[config.mk]
export PLATFORM = sky130hd
export DESIGN_NAME = sysbus_arbiter_flat
export DESIGN_NICKNAME = d
export VERILOG_FILES = /design/src/rtl/sysbus_arbiter_if.sv /design/src/rtl/sysbus_arbiter.sv /design/src/flat_wrapper.sv
export SDC_FILE = /design/constraint.sdc
export NUM_CORES = 1
export LEC_CHECK = 0
export ABC_AREA = 1
export CAP_MARGIN = 20
export CORE_AREA = 2 2 185 187
export CTS_CLUSTER_SIZE = 25
export DETAILED_ROUTE_END_ITERATION = 10
export DIE_AREA = 0 0 187 189
export GPL_TIMING_DRIVEN = 1
export MAX_ROUTING_LAYER = met4
export PLACE_DENSITY = 0.4
export SYNTH_ARGS = -nofsm -noshare
export SYNTH_HDL_FRONTEND = slang
export SYNTH_SLANG_ARGS = --single-unit
[constraint.sdc]
create_clock -name clk -period 2.9 [get_ports clk]
set_clock_uncertainty 0.1 [all_clocks]
set_input_delay 0.58 -clock clk [delete_from_list [all_inputs] [get_ports clk]]
set_output_delay 0.58 -clock clk [all_outputs]
set_load 0.01 [all_outputs]
[src/rtl/sysbus_arbiter_if.sv]
// -----------------------------------------------------------------------------
// sysbus_if : one Sysbus port (request channel + response channel).
//
// Handshake: a request beat transfers on a rising clk edge where reqcyc and
// reqack are both 1. A response beat transfers on a rising clk edge where
// respcyc and respack are both 1. The valid side (reqcyc / respcyc) holds its
// beat stable until it transfers. The ready side (reqack / respack) may rise
// or fall at any time.
//
// Signals
//   req      [DATA_W] request address/data beat       (master -> slave)
//   reqcyc   [1]      request beat valid              (master -> slave)
//   reqtag   [TAG_W]  request tag, MSB=1 read, 0 write (master -> slave)
//   reqack   [1]      request beat accepted           (slave  -> master)
//   respcyc  [1]      response beat valid             (slave  -> master)
//   respack  [1]      response beat accepted          (master -> slave)
//   resp     [DATA_W] response data beat              (slave  -> master)
//   resptag  [TAG_W]  response tag                    (slave  -> master)
// Modports
//   master : the side that issues requests (a core master, or the arbiter
//            facing the shared bus)
//   slave  : the side that serves requests
// -----------------------------------------------------------------------------
interface sysbus_if #(
    parameter int DATA_W = 64,
    parameter int TAG_W  = 13
);
    logic [DATA_W-1:0] req;
    logic              reqcyc;
    logic [TAG_W-1:0]  reqtag;
    logic              reqack;
    logic              respcyc;
    logic              respack;
    logic [DATA_W-1:0] resp;
    logic [TAG_W-1:0]  resptag;

    modport master (
        output req, reqcyc, reqtag, respack,
        input  reqack, respcyc, resp, resptag
    );

    modport slave (
        input  req, reqcyc, reqtag, respack,
        output reqack, respcyc, resp, resptag
    );
endinterface

[src/rtl/sysbus_arbiter.sv]
// -----------------------------------------------------------------------------
// sysbus_arbiter : two-master arbiter onto the core's single shared Sysbus.
//
// Master I is the instruction fetcher, master D is the data-memory
// refill/writeback unit. One master owns the bus for a whole transaction:
//   read  : one acked request beat, then BEATS response beats
//   write : one acked address beat plus BEATS acked data beats, no response
// All request/ack/response signals are routed between the owner and the bus;
// the non-owner (and everybody while IDLE) sees an idle bus.
//
// Ports
//   clk        in   clock
//   reset      in   synchronous, active-high reset
//   ibus       slave  modport of sysbus_if, master I
//   dbus       slave  modport of sysbus_if, master D
//   bus        master modport of sysbus_if, shared Sysbus
//   dbg_state  out  current FSM state (IDLE=0, I_REQ=1, I_RESP=2, D_REQ=3,
//                   D_RESP=4)
//
// Configuration
//   ARB_ROUND_ROBIN_EN  defined   : a tie goes to the master that did not own
//                                   the bus last (register resets to I, so D
//                                   wins the first tie).
//                       undefined : D always wins a tie (fixed priority).
// -----------------------------------------------------------------------------
module sysbus_arbiter #(
    parameter int BUS_DATA_WIDTH = 64,
    parameter int BUS_TAG_WIDTH  = 13,
    parameter int BEATS          = 8
) (
    input  logic       clk,
    input  logic       reset,
    sysbus_if.slave    ibus,
    sysbus_if.slave    dbus,
    sysbus_if.master   bus,
    output logic [2:0] dbg_state
);

    localparam logic [2:0] IDLE   = 3'd0;
    localparam logic [2:0] I_REQ  = 3'd1;
    localparam logic [2:0] I_RESP = 3'd2;
    localparam logic [2:0] D_REQ  = 3'd3;
    localparam logic [2:0] D_RESP = 3'd4;

    // Last response beat index, and last write ack index (address + BEATS).
    localparam logic [2:0] LAST_BEAT = 3'(BEATS - 1);
    localparam logic [3:0] LAST_WACK = 4'(BEATS);

    logic [2:0] state;
    logic [2:0] beat_cnt;
    logic [3:0] wr_cnt;

    logic                      sel_d;
    logic                      in_req;
    logic                      in_resp;
    logic [BUS_DATA_WIDTH-1:0] own_req;
    logic                      own_reqcyc;
    logic [BUS_TAG_WIDTH-1:0]  own_reqtag;
    logic                      own_respack;
    logic                      is_read;
    logic                      req_acked;
    logic                      beat_acc;
    logic                      grant_d;
    logic                      grant_i;

`ifdef ARB_ROUND_ROBIN_EN
    localparam logic OWN_I = 1'b0;
    localparam logic OWN_D = 1'b1;
    logic last_owner;
`endif

    // Owner selection and the handshake events that move the FSM.
    always_comb begin
        sel_d       = (state == D_REQ) || (state == D_RESP);
        in_req      = (state == I_REQ) || (state == D_REQ);
        in_resp     = (state == I_RESP) || (state == D_RESP);
        own_req     = sel_d ? dbus.req     : ibus.req;
        own_reqcyc  = sel_d ? dbus.reqcyc  : ibus.reqcyc;
        own_reqtag  = sel_d ? dbus.reqtag  : ibus.reqtag;
        own_respack = sel_d ? dbus.respack : ibus.respack;
        is_read     = own_reqtag[BUS_TAG_WIDTH-1];
        req_acked   = in_req && own_reqcyc && bus.reqack;
        beat_acc    = in_resp && bus.respcyc && own_respack;
    end

    // Grant decision, only consumed in IDLE.
    always_comb begin
`ifdef ARB_ROUND_ROBIN_EN
        grant_d = dbus.reqcyc && (!ibus.reqcyc || (last_owner == OWN_I));
`else
        grant_d = dbus.reqcyc;
`endif
        grant_i = ibus.reqcyc && !grant_d;
    end

    always_ff @(posedge clk) begin
        if (reset) begin
            state    <= IDLE;
            beat_cnt <= 3'd0;
            wr_cnt   <= 4'd0;
`ifdef ARB_ROUND_ROBIN_EN
            last_owner <= OWN_I;
`endif
        end else begin
            case (state)
                IDLE: begin
                    beat_cnt <= 3'd0;
                    wr_cnt   <= 4'd0;
                    if (grant_d) begin
                        state <= D_REQ;
`ifdef ARB_ROUND_ROBIN_EN
                        last_owner <= OWN_D;
`endif
                    end else if (grant_i) begin
                        state <= I_REQ;
`ifdef ARB_ROUND_ROBIN_EN
                        last_owner <= OWN_I;
`endif
                    end
                end
                I_REQ, D_REQ: begin
                    if (req_acked) begin
                        if (is_read) begin
                            // A read needs only its single request beat.
                            state <= sel_d ? D_RESP : I_RESP;
                        end else if (wr_cnt == LAST_WACK) begin
                            state  <= IDLE;
                            wr_cnt <= 4'd0;
                        end else begin
                            wr_cnt <= wr_cnt + 4'd1;
                        end
                    end
                end
                I_RESP, D_RESP: begin
                    if (beat_acc) begin
                        if (beat_cnt == LAST_BEAT) begin
                            state    <= IDLE;
                            beat_cnt <= 3'd0;
                        end else begin
                            beat_cnt <= beat_cnt + 3'd1;
                        end
                    end
                end
                default: begin
                    state    <= IDLE;
                    beat_cnt <= 3'd0;
                    wr_cnt   <= 4'd0;
                end
            endcase
        end
    end

    // Routing: the request channel is open only in a REQ state, the response
    // channel only in a RESP state. Everything else is held at zero, so a
    // stray bus_respcyc outside a RESP state is neither forwarded nor acked.
    always_comb begin
        bus.req      = '0;
        bus.reqcyc   = 1'b0;
        bus.reqtag   = '0;
        bus.respack  = 1'b0;
        ibus.reqack  = 1'b0;
        ibus.respcyc = 1'b0;
        ibus.resp    = '0;
        ibus.resptag = '0;
        dbus.reqack  = 1'b0;
        dbus.respcyc = 1'b0;
        dbus.resp    = '0;
        dbus.resptag = '0;
        if (in_req) begin
            bus.req    = own_req;
            bus.reqcyc = own_reqcyc;
            bus.reqtag = own_reqtag;
            if (sel_d) dbus.reqack = bus.reqack;
            else       ibus.reqack = bus.reqack;
        end
        if (in_resp) begin
            bus.respack = own_respack;
            if (sel_d) begin
                dbus.respcyc = bus.respcyc;
                dbus.resp    = bus.resp;
                dbus.resptag = bus.resptag;
            end else begin
                ibus.respcyc = bus.respcyc;
                ibus.resp    = bus.resp;
                ibus.resptag = bus.resptag;
            end
        end
    end

    assign dbg_state = state;

endmodule

[src/flat_wrapper.sv]
// flat-port wrapper written by rule: the top's interface ports become plain ports
module sysbus_arbiter_flat 
#(
    parameter int BUS_DATA_WIDTH = 64,
    parameter int BUS_TAG_WIDTH  = 13,
    parameter int BEATS          = 8
)
  (clk, reset, dbg_state, ibus_req, ibus_reqcyc, ibus_reqtag, ibus_respack, ibus_reqack, ibus_respcyc, ibus_resp, ibus_resptag, dbus_req, dbus_reqcyc, dbus_reqtag, dbus_respack, dbus_reqack, dbus_respcyc, dbus_resp, dbus_resptag, bus_req, bus_reqcyc, bus_reqtag, bus_respack, bus_reqack, bus_respcyc, bus_resp, bus_resptag);
  sysbus_if #(.DATA_W(64), .TAG_W(13)) ibus_i ();
  sysbus_if #(.DATA_W(64), .TAG_W(13)) dbus_i ();
  sysbus_if #(.DATA_W(64), .TAG_W(13)) bus_i ();
  input  logic clk;
  input  logic reset;
  output logic [2:0] dbg_state;
  input wire logic [$bits(ibus_i.req)-1:0] ibus_req;
  input wire logic [$bits(ibus_i.reqcyc)-1:0] ibus_reqcyc;
  input wire logic [$bits(ibus_i.reqtag)-1:0] ibus_reqtag;
  input wire logic [$bits(ibus_i.respack)-1:0] ibus_respack;
  output wire logic [$bits(ibus_i.reqack)-1:0] ibus_reqack;
  output wire logic [$bits(ibus_i.respcyc)-1:0] ibus_respcyc;
  output wire logic [$bits(ibus_i.resp)-1:0] ibus_resp;
  output wire logic [$bits(ibus_i.resptag)-1:0] ibus_resptag;
  input wire logic [$bits(dbus_i.req)-1:0] dbus_req;
  input wire logic [$bits(dbus_i.reqcyc)-1:0] dbus_reqcyc;
  input wire logic [$bits(dbus_i.reqtag)-1:0] dbus_reqtag;
  input wire logic [$bits(dbus_i.respack)-1:0] dbus_respack;
  output wire logic [$bits(dbus_i.reqack)-1:0] dbus_reqack;
  output wire logic [$bits(dbus_i.respcyc)-1:0] dbus_respcyc;
  output wire logic [$bits(dbus_i.resp)-1:0] dbus_resp;
  output wire logic [$bits(dbus_i.resptag)-1:0] dbus_resptag;
  output wire logic [$bits(bus_i.req)-1:0] bus_req;
  output wire logic [$bits(bus_i.reqcyc)-1:0] bus_reqcyc;
  output wire logic [$bits(bus_i.reqtag)-1:0] bus_reqtag;
  output wire logic [$bits(bus_i.respack)-1:0] bus_respack;
  input wire logic [$bits(bus_i.reqack)-1:0] bus_reqack;
  input wire logic [$bits(bus_i.respcyc)-1:0] bus_respcyc;
  input wire logic [$bits(bus_i.resp)-1:0] bus_resp;
  input wire logic [$bits(bus_i.resptag)-1:0] bus_resptag;
  assign ibus_i.req = ibus_req;
  assign ibus_i.reqcyc = ibus_reqcyc;
  assign ibus_i.reqtag = ibus_reqtag;
  assign ibus_i.respack = ibus_respack;
  assign ibus_reqack = ibus_i.reqack;
  assign ibus_respcyc = ibus_i.respcyc;
  assign ibus_resp = ibus_i.resp;
  assign ibus_resptag = ibus_i.resptag;
  assign dbus_i.req = dbus_req;
  assign dbus_i.reqcyc = dbus_reqcyc;
  assign dbus_i.reqtag = dbus_reqtag;
  assign dbus_i.respack = dbus_respack;
  assign dbus_reqack = dbus_i.reqack;
  assign dbus_respcyc = dbus_i.respcyc;
  assign dbus_resp = dbus_i.resp;
  assign dbus_resptag = dbus_i.resptag;
  assign bus_req = bus_i.req;
  assign bus_reqcyc = bus_i.reqcyc;
  assign bus_reqtag = bus_i.reqtag;
  assign bus_respack = bus_i.respack;
  assign bus_i.reqack = bus_reqack;
  assign bus_i.respcyc = bus_respcyc;
  assign bus_i.resp = bus_resp;
  assign bus_i.resptag = bus_resptag;
  sysbus_arbiter #(.BUS_DATA_WIDTH(BUS_DATA_WIDTH), .BUS_TAG_WIDTH(BUS_TAG_WIDTH), .BEATS(BEATS)) u_core (.clk(clk), .reset(reset), .ibus(ibus_i), .dbus(dbus_i), .bus(bus_i), .dbg_state(dbg_state));
endmodule
==> run summary, run 1 <==
The flow ran to the end, and the final reports show no timing, DRC or antenna violations. The clock transition at the register clock pins on the worst setup and hold paths after CTS is 0.04 ns. Of all nets on the critical path, the largest fanout is 21.

The worst supply voltage drop on vdd came out at 0.249 mV. The total power draw is 4.63 mW. Summed over its instances, the top area cell type makes up 42.1% of the synthesized netlist area.

The number of storage elements in the synthesis netlist came out at 10. The combinational group share of total power came out at 88.6%. The mux contribution to synthesized area came out at 0%. The number of H-tree levels came out at 1. The number of clock sinks is 10. A synthesized cell averages 4.44 um^2. The number of max-cap violations is 0. The net count reported at finish is 1361.

The final weighted congestion of routability-driven global placement is 0.893. The maximum count of clock buffers along a single path came out at 2. The final number of hold-violating endpoints is 0.

For this design, the slowest cell found on the critical path is sky130_fd_sc_hd__clkdlybuf4s50_1. In this design, the stage delay of the slowest critical-path cell is 0.60 ns. The post-placement cell area came out at 8290 um^2.

The type of the worst setup path is flip-flop to primary output. The count of buffers from port buffering came out at 478. STA classifies the critical path startpoint as a flip-flop. The proportion of synthesized chip area in sequential cells came out at 6.89%. The startpoint identified for the worst hold timing path is u_core.beat_cnt[1]$_SDFFE_PP0P_. The commonest register cell after synthesis is sky130_fd_sc_hd__dfxtp_1. The total buffers and inverters traversed by the critical path is 4. The insertion delay to the later sink of the worst-skew pair is 0.24 ns. By area the synthesized netlist is led by sky130_fd_sc_hd__nor2_1, sky130_fd_sc_hd__inv_1, sky130_fd_sc_hd__o21ai_0. The number of nets with antenna violations after detailed routing is 0. The first detailed-routing pass took 4 iterations. The core box area came out at 33300 um^2. The synthesized netlist net count is 897.

Yosys instantiated no cell more often than sky130_fd_sc_hd__nor2_1. The proportion of layout cells with a drive suffix above 1 came out at 4.66%. The startpoint of the most critical register-to-register path is u_core.dbg_state[1]$_SDFFE_PP0P_. Setup repair after global routing left no endpoint under its margin. The initial antenna violation count is 1. The area growth from synthesis to layout is 193%. The total via count after detailed routing is 5586. The worst hold path terminates at u_core.beat_cnt[1]$_SDFFE_PP0P_. The count of inserted antenna diode cells came out at 0. The type of the worst min-delay path is flip-flop to flip-flop. The fraction of the mapped netlist area in simple logic gates came out at 52.3%.

The effective utilization at floorplan is 8.73%. Net switching is 47.8% of the power. The estimated wirelength of the detail-placed design came out at 21200 um.

The first global-routing pass estimated 36500 um of wire. The mapped netlist covers 2910 um^2. By instance count, the cell type seen most on the critical path is sky130_fd_sc_hd__buf_12.

The die footprint came out at 35300 um^2. The synthesized-area fraction occupied by ao, oa, aoi and oai cells is 14.9%. The final standard cell area without fillers came out at 8510 um^2. After the first detailed-routing iteration, the DRC count stood at 210.

The I/O pin total came out at 479. In this run the tightest slew margin relative to its limit is 66.5%. The height of the die came out at 189 um.

By count the netlist is led by sky130_fd_sc_hd__nor2_1, sky130_fd_sc_hd__inv_1, sky130_fd_sc_hd__o21ai_0. The post-synthesis xor/xnor area fraction came out at 0.603%. The number of fill cells in the layout came out at 3777. The cell row count is 67. The worst setup slack for register-to-register paths is 0.96 ns. Setup violations remaining at the end of the flow were counted as 0. The chip width is 187 um. The global-route usage over all layers came out at 14.0%.

The design internal power is 2.42 mW. TritonCTS built the clock tree. After detailed routing, the average wire length per cell comes to 16.5 um. The timing-limited maximum frequency is 0.363 GHz. The worst hold path passes through 2 cells.

The number of standard cells after synthesis came out at 654. Of the available clock period, the critical path in the final layout requires 94.9%. The buffer cell driving the clock tree root is sky130_fd_sc_hd__clkbuf_16.

The smallest clock period supported by the final layout is computed as 2.75 ns. At the worst endpoint, the arrival time is 2.07 ns. The number of clock buffers inserted by TritonCTS came out at 3. In the routed layout, each cell is associated on average with a via count of 3.57.

The power spent charging and discharging nets is 2.21 mW. Cells fill 25.6% of the core in the end. The adder-cell share of the synthesized area came out at 1.72%. The reported leakage power came out at 3.81 nW. The aggregate negative setup slack came out at 0 ns. The number of library cell types mapped by synthesis came out at 24. The count of hold-fix buffers inserted at cts came out at 0. The number of global-route vias before repair was 5510. The biggest area contributor in the post-synthesis netlist is sky130_fd_sc_hd__nor2_1.

The final worst slack came out at 0.149 ns. For the worst setup path, the data required time is 2.22 ns. The power density normalized to cell area came out at 544 nW/um^2. Traced cell by cell, the critical path runs through inv_1 -> nand3_4 -> buf_12 -> buf_12 -> nor2_1 -> clkdlybuf4s50_1. The worst setup path is captured at a primary output. The sequential group share of total power came out at 5.4%. By area, the combinational part of the netlist is dominated by simple AND/OR/NAND/NOR gates. The share of total power dissipated in the clock network is 6.0%. The detailed-route wire length came out at 25800 um. In this run, synthesis inferred 0 flip-flops with an integrated enable. At the placement stage, the worst setup path has a slack of 0.177 ns. At the pin with the least slew margin, the transition time is 0.497 ns. The post-detailed-route DRC marker count is 0.

The async set or reset register ratio after synthesis came out at 0%. In this design, the largest share of critical-path delay is due to buffers and inverters. For the worst flop-to-flop path, the logic depth is 9. The residual overflow from global routing is 0.

The number of pins exceeding their max-slew limit in the final report is 0. The worst register-to-register path ends at u_core.wr_cnt[0]$_SDFFE_PP0P_. The synthesis warning total is 0. The largest net degree at the start of global routing is 83.
cells in the final DEF (no fill, tap or decap), drive strengths merged:
master	Yosys	routed
o21ai	80	80
nor3	2	2
and2	1	1
nand4	5	5
nand3	13	14
ha	4	4
nand3b	1	1
nor2	327	327
buf	18	25
a21oi	6	6
clkinvlp	0	1
clkbuf	25	5
xor2	2	2
dfxtp	10	10
inv	129	128
bufbuf	0	1
clkdlybuf4s50	0	474
nand2	31	31
state kept, by name (all words and copies together) (netlist names):
name              count
u_core.wr_cnt         4
u_core.beat_cnt       3
u_core.dbg_state      3
final cells by class:
type	count	area, um^2	area share (%)
clock buffer	4	88.8	1.04
timing repair buffer	501	5110	60.1
sequential	10	204	2.40
inverter	129	490	5.77
multi-input combinational	473	2050	24.1
tap	448	561	6.59
layer usage:
layer / up-vias / global-route usage, % / part of all wire, %
met3: 31 / 3.00 / 7.1
met2: 292 / 25.1 / 50
met1: 2428 / 16.1 / 41
met4: 0 / 2.99 / 2.0
li1: 2835 / - / -
met5: - / - / 0
what timing repair did:
item / in CTS / in global routing
endpoints found under the setup margin: 1 / 19
endpoints found under the hold margin: 0 / 0
gates resized for setup: 1 / 4
setup buffers: 0 / 4
cloned: 2 / 1
pin swaps: 1 / 0
worst max path at each step:
stage	startpoint	end	slack, ns	depth (start not counted)
4_1_cts	u_core.dbg_state[1]$_SDFFE_PP0P_	bus_reqcyc	0.06	6
5_1_grt	u_core.dbg_state[0]$_SDFFE_PP0P_	bus_reqtag[10]	0.03	8
3_5_place_dp	ibus_reqtag[12]	bus_reqtag[12]	0.18	6
6_report	u_core.dbg_state[0]$_SDFFE_PP0P_	ibus_resptag[1]	0.15	6
3_3_place_gp	ibus_reqtag[12]	bus_reqtag[12]	0.20	6
2_1_floorplan	u_core.dbg_state[0]$_SDFFE_PP0P_	bus_req[0]	0.85	6
metrics by stage:
stage / instances / hold WS, ns
2_1_floorplan: 654 / 0.342
3_3_place_gp: 1554 / 0.368
3_5_place_dp: 1554 / 0.366
4_1_cts: 1560 / 0.372
5_1_grt: 1565 / 0.404
6_report: 1565 / 0.369
cells by family after synthesis:
family	Yosys count
XOR/XNOR	2
AO/OA/AOI/OAI	86
AND/OR/NAND/NOR	380
flip-flops	10
adder cells (fa/ha/maj)	4
buffers and inverters	172
worst reg2reg max path: stages, from the launching register on:
cell,delay (ns)
sky130_fd_sc_hd__dfxtp_4,0.40
sky130_fd_sc_hd__buf_12,0.19
sky130_fd_sc_hd__inv_1,0.11
sky130_fd_sc_hd__buf_12,0.17
sky130_fd_sc_hd__a21oi_1,0.16
sky130_fd_sc_hd__nand3_1,0.20
sky130_fd_sc_hd__nand2_2,0.17
sky130_fd_sc_hd__nand3_2,0.11
sky130_fd_sc_hd__o21ai_0,0.17
sky130_fd_sc_hd__nor2_1,0.05
power groups by stage:
stage	logic (mW)	clock network (mW)	registers, mW
global route	4.47	0.290	0.260
detailed placement	4.00	0	0.252
CTS	4.09	0.284	0.264
finish	4.10	0.277	0.249
floorplan	1.74	0	0.241
global placement	4.05	0	0.251
(Power assumes the default switching activity.)
==> run 2: changes to the inputs <==
Settings changed: CAP_MARGIN 20 to not set.
==> results of run 2 <==
No change in the layout: final DEF, timing and power equal those of run 1.
==> run 3: changes to the inputs <==
Settings changed: ABC_CLOCK_PERIOD_IN_PS set to 2900, CTS_CLUSTER_DIAMETER set to 200.
==> results of run 3 <==
No change in the layout: final DEF, timing and power equal those of run 1.
